File: config.mk
export PLATFORM = sky130hd
export DESIGN_NAME = cpu_clock_ctrl
export DESIGN_NICKNAME = d
export VERILOG_FILES = /design/src/rtl/cpu_clock_ctrl.sv
export SDC_FILE = /design/constraint.sdc
export NUM_CORES = 1
export LEC_CHECK = 0
export CAP_MARGIN = 20
export CORE_ASPECT_RATIO = 1.2
export CORE_MARGIN = 2
export CORE_UTILIZATION = 25
export CTS_BUF_LIST = sky130_fd_sc_hd__clkbuf_16
export CTS_CLUSTER_SIZE = 25
export DETAILED_ROUTE_END_ITERATION = 6
export SYNTH_ARGS = -nofsm -noshare
export SYNTH_HDL_FRONTEND = slang
export SYNTH_SLANG_ARGS = --single-unit
export TNS_END_PERCENT = 100
File: constraint.sdc
create_clock -name clock_in -period 2.25 [get_ports clock_in]
set_clock_uncertainty 0.05 [all_clocks]
set_input_delay 0.675 -clock clock_in [delete_from_list [all_inputs] [get_ports clock_in]]
set_output_delay 0.675 -clock clock_in [all_outputs]
set_load 0.03 [all_outputs]
File: src/rtl/cpu_clock_ctrl.sv
// CPU clock-enable controller: stop / 1 Hz slow / debounced single-step / full-speed, with CPU halt.
// Latency: slow_clk or halt_req edge sampled at edge k acts on cpu_ce/state after edge k+3.
// No backpressure: ticks arriving in a state that does not use them are dropped, never queued.
module cpu_clock_ctrl #(
  parameter int DEBOUNCE_CYCLES = 240000,
  parameter int DB_W            = 18
) (
  input  logic        clock_in,
  input  logic        nReset,
  input  logic        slow_clk,
  input  logic        step_btn,
  input  logic [1:0]  mode,
  input  logic        halt_req,
  output logic        cpu_ce,
  output logic [2:0]  state_out,
  output logic        btn_db,
  output logic [15:0] pulse_cnt
);

  typedef enum logic [2:0] {
    ST_STOP   = 3'd0,
    ST_SLOW   = 3'd1,
    ST_STEP   = 3'd2,
    ST_FAST   = 3'd3,
    ST_HALTED = 3'd4
  } state_t;

  // Synchroniser chains: [0],[1] are the metastability pair, [2] is the edge-detect history
  logic [2:0]      r_slow_s;
  logic [2:0]      r_halt_s;
  logic [1:0]      r_btn_s;
  logic [1:0]      r_mode_s1;
  logic [1:0]      r_mode_s2;
  logic            r_slow_tick;
  logic            r_halt_tick;

  logic [DB_W-1:0] r_db_cnt;
  logic            r_btn_db;
  logic            r_btn_db_q;

  state_t          r_state;
  logic            r_cpu_ce;
  logic [15:0]     r_pulse_cnt;

  logic            w_step_tick;
  state_t          w_mode_state;

  // Step tick fires for the single cycle after the debounced level rises
  assign w_step_tick  = r_btn_db & ~r_btn_db_q;
  // Mode switches map one-to-one onto the four run states
  assign w_mode_state = state_t'({1'b0, r_mode_s2});

  // Bring asynchronous inputs into clock_in domain and register their rising edges
  always_ff @(posedge clock_in or negedge nReset) begin
    if (!nReset) begin
      r_slow_s    <= '0;
      r_halt_s    <= '0;
      r_btn_s     <= '0;
      r_mode_s1   <= '0;
      r_mode_s2   <= '0;
      r_slow_tick <= 1'b0;
      r_halt_tick <= 1'b0;
    end else begin
      r_slow_s    <= {r_slow_s[1:0], slow_clk};
      r_halt_s    <= {r_halt_s[1:0], halt_req};
      r_btn_s     <= {r_btn_s[0], step_btn};
      r_mode_s1   <= mode;
      r_mode_s2   <= r_mode_s1;
      r_slow_tick <= r_slow_s[1] & ~r_slow_s[2];
      r_halt_tick <= r_halt_s[1] & ~r_halt_s[2];
    end
  end

  // Accept a new button level only after it has differed from the current one for DEBOUNCE_CYCLES edges
  always_ff @(posedge clock_in or negedge nReset) begin
    if (!nReset) begin
      r_db_cnt   <= '0;
      r_btn_db   <= 1'b0;
      r_btn_db_q <= 1'b0;
    end else begin
      r_btn_db_q <= r_btn_db;
      if (r_btn_s[1] != r_btn_db) begin
        if (r_db_cnt == DB_W'(DEBOUNCE_CYCLES - 1)) begin
          r_btn_db <= r_btn_s[1];
          r_db_cnt <= '0;
        end else begin
          r_db_cnt <= r_db_cnt + 1'b1;
        end
      end else begin
        r_db_cnt <= '0;
      end
    end
  end

  // Mode FSM with registered enable; halt wins over everything, enable follows the pre-edge state
  always_ff @(posedge clock_in or negedge nReset) begin
    if (!nReset) begin
      r_state     <= ST_STOP;
      r_cpu_ce    <= 1'b0;
      r_pulse_cnt <= '0;
    end else begin
      if (r_cpu_ce) begin
        r_pulse_cnt <= r_pulse_cnt + 16'd1;
      end
      if ((r_state != ST_HALTED) && r_halt_tick) begin
        r_state  <= ST_HALTED;
        r_cpu_ce <= 1'b0;
      end else if (r_state == ST_HALTED) begin
        // The releasing press is consumed here and never becomes an enable
        if (w_step_tick) begin
          r_state <= w_mode_state;
        end
        r_cpu_ce <= 1'b0;
      end else begin
        r_state <= w_mode_state;
        case (r_state)
          ST_SLOW: r_cpu_ce <= r_slow_tick;
          ST_STEP: r_cpu_ce <= w_step_tick;
          ST_FAST: r_cpu_ce <= 1'b1;
          default: r_cpu_ce <= 1'b0;
        endcase
      end
    end
  end

  assign cpu_ce    = r_cpu_ce;
  assign state_out = r_state;
  assign btn_db    = r_btn_db;
  assign pulse_cnt = r_pulse_cnt;

endmodule
==> results.md <==
- Cts-stage hold buffer count: 0
- Mapped cell area: 2160 µm²
- Sequential element share of the synthesized area: between 60% and 70%
- Slowest cell on crit path: clkdlybuf4s50_1
- Final GP Congestion: around 0.80
- Vias in the first global route: 1,393
- Hpwl dp: between 2 and 3 mm
- Total chip power: between 0.002 and 0.0025 W
- Die X: between 80 and 90 µm
- Worst-path clk slew: roughly 70 ps
- Die height: about 110 µm
- #FFs+latches synth: 54
- CP endpoint: btn_db
- Critical path peak fanout: 6
- Layout cells sized above 1: ~8.4%
- Crit. End Element: primary output
- VDD IR max: between 0.4 and 0.5 mV
- Ant diodes: 0
- Fin. Hold Viols: 0
- Core Box Area: 8470 µm²
- H-Tree Depth: 2
- Max-cap violation count: 0
- Lkg Pwr: 1.17 nW
- Area share of the largest cell type after synthesis: 62.6%
- First-pass GRT wire length: about 6.4 mm
- DR vias: roughly 1,400
- Final setup violation count: 0
- PostCTS Resize Cnt: 0
- Post-synth top area cell: dfrtp_1
- Nets: approximately 220
- YS warnings: 0
- CP Depth: 1
- Worst EP arrival: ~1400 ps
- Area growth syn-to-layout: 27.7%
- Post-synth EDFFs: 0
- Initial core utilization: between 20% and 30%
- Reg2Reg Launch Point: r_db_cnt[0]
- FF-to-FF End: btn_db
- Row cnt: 37
- Final Max Slew Viols: 0
- Routed Antenna Nets: 0
- Gr ovfl total: 0
- Worst path required time: ~1500 ps
- DR pass1 iterations: 2
- Final instance area: about 2800 µm²
- Setup TNS: 0 ps
- Crit-path max cell delay: between 700 and 800 ps
- Clock sink count: 54
- Status: complete, no violations
- Slew @ Worst Pin: about 540 ps
- CTS max path bufs: 2
- CTS tree: done
- WL final: ~3.6 mm
- DRC viols: 0
- Final cycle utilization of the critical path: 96.4%
- Initial antenna violation count: 0
- PortBufs: 27
- Main synth FF type: dfrtp_1
- Die area: between 9000 and 10,000 µm²
- Yosys cell types: 26
- Fmax: 0.461 GHz
- Syn_area_per_cell: roughly 12 µm²
- Fin crit period: 2170 ps
- R2R cell count: 4
- Largest cells by area after synthesis: dfrtp_1 (63%), xnor2_1 (9.3%), nor2_1 (3.7%), xor2_1 (3.2%), nand3_1 (2.6%)
- Largest net degree at the start of global routing: 28
- Unrepaired setup endpoints after global routing: no
- DR WL/cell: between 10 and 15 µm
- Num CTS Buffers: 5
- CP Class: flop to primary output
- Synthesized instance count: roughly 180
- Pwr dens: between 700 and 800 nW/µm²
- Synth Net Count: ~190
- R2r setup slk: about 430 ps
- Drt initial violations: 73
- Total GRT Usage: 8.73%
- Clk_lat worst skew: 290 ps
- Post-CTS Setup Inserts: 0
- Root Buffer: clkbuf_16
- CP Launch Type: flop
- Slew headroom: between 60% and 70%
- DR vias/cell: 4.15
- DP Area: 2600 µm²
- I/O pin cnt: 28
- Critical path startpoint: btn_db
- Crit-path cells: clkdlybuf4s50_1
- Post-synth ARST share: 100%
- CP top delay family: buffers and inverters
- CP bufs+invs: 1
- Fin Hold WS: about 260 ps
- HP Class: input port to asynchronous set/reset pin
## area by class of cell
class	instances	area, µm²
Multi-Input combinational cell	116	772
Clock inverter	3	26.3
Inverter	6	22.5
Timing Repair Buffer	31	310
Fill cell	836	5720
Tap cell	117	146
Clock buffer	5	125
Sequential cell	54	1350
## cell usage in the layout, fill, tap and decap left out, types with 2 or more instances in the layout
cell / instances
and2_1: 3
and3_1: 3
and4_1: 2
buf_4: 3
clkbuf_16: 5
clkdlybuf4s50_1: 25
dfrtp_1: 54
ha_1: 2
inv_1: 6
inv_6: 3
mux2_2: 2
nand2_1: 8
nand3_1: 11
nand3b_1: 3
nand4_1: 8
nor2_1: 21
nor2b_1: 2
nor3_1: 7
nor4_1: 4
o21ai_0: 2
xnor2_1: 23
xor2_1: 8
## worst min path at each step
stage | start | to | slack [ps] | cells past startpoint
after floorplan | r_btn_s[0] | r_btn_s[1] | 280 | 0
after global placement | r_mode_s1[0] | r_mode_s2[0] | 280 | 0
after detailed placement | r_slow_s[0] | r_slow_s[1] | 280 | 0
after CTS | nReset | cpu_ce | 270 | 1
after global routing | nReset | pulse_cnt[1] | 280 | 1
final | nReset | cpu_ce | 260 | 1
## worst register-to-register path: cells and delay by family (launching register included)
family / cells / cell delay, ps
AND/OR/NAND/NOR: 2 / 690
multiplexers: 1 / 370
adder cells (fa/ha/maj): 1 / 220
flip-flops: 1 / 390
## logic make-up after synthesis
group | share of synthesized area [%]
AOI/OAI and AO/OA | 2.73
xor gates and xnor gates | 12.6
adders and majority gates | 1.16
buffers and inverters | 1.57
DFF | 62.6
muxes | 1.04
and+or+nand+nor | 18.3
## metrics by stage
step           utilization (%)  cells  setup slack, ps
4_1_cts                   32.5    332             33.1
3_5_place_dp              30.7    324              362
5_1_grt                   32.5    332             18.8
2_1_floorplan                -    177              540
3_3_place_gp              30.7    324              383
6_report                  32.5    332             82.0
## report_power, final
group | internal (W) | total [W] | switching, W | leakage, nW
clock | 0.000425 | 0.000792 | 0.000367 | 0.0752
combinational | 0.000115 | 0.000257 | 0.000142 | 0.378
sequential | 0.00102 | 0.00108 | 0.0000529 | 0.712
total | 0.00157 | 0.00213 | 0.000561 | 1.17
## per-layer routing
metal / wire, µm / share of wire [%] / global-route usage (%)
met4: 74 / 2.1 / 4.22
met1: 1650 / 46 / 11.0
met5: 0 / 0 / 0
met3: 146 / 4.1 / 2.35
met2: 1690 / 47 / 13.6
## Yosys cell counts (all sizes together), types with 5 or more instances
cell / instances
nand2: 8
dfrtp: 54
nor4: 5
nand3: 11
nor2: 21
xnor2: 23
nand4: 8
nor3: 7
inv: 6
xor2: 8
## state kept, by name, summed over array words and instances (netlist names)
signal       count
r_db_cnt        18
pulse_cnt       16
r_halt_s         3
r_slow_s         3
state_out        3
r_btn_s          2
r_mode_s1        2
r_mode_s2        2
btn_db           1
cpu_ce           1
r_btn_db_q       1
r_halt_tick      1
r_slow_tick      1
Power figures use the tool's default switching activity.
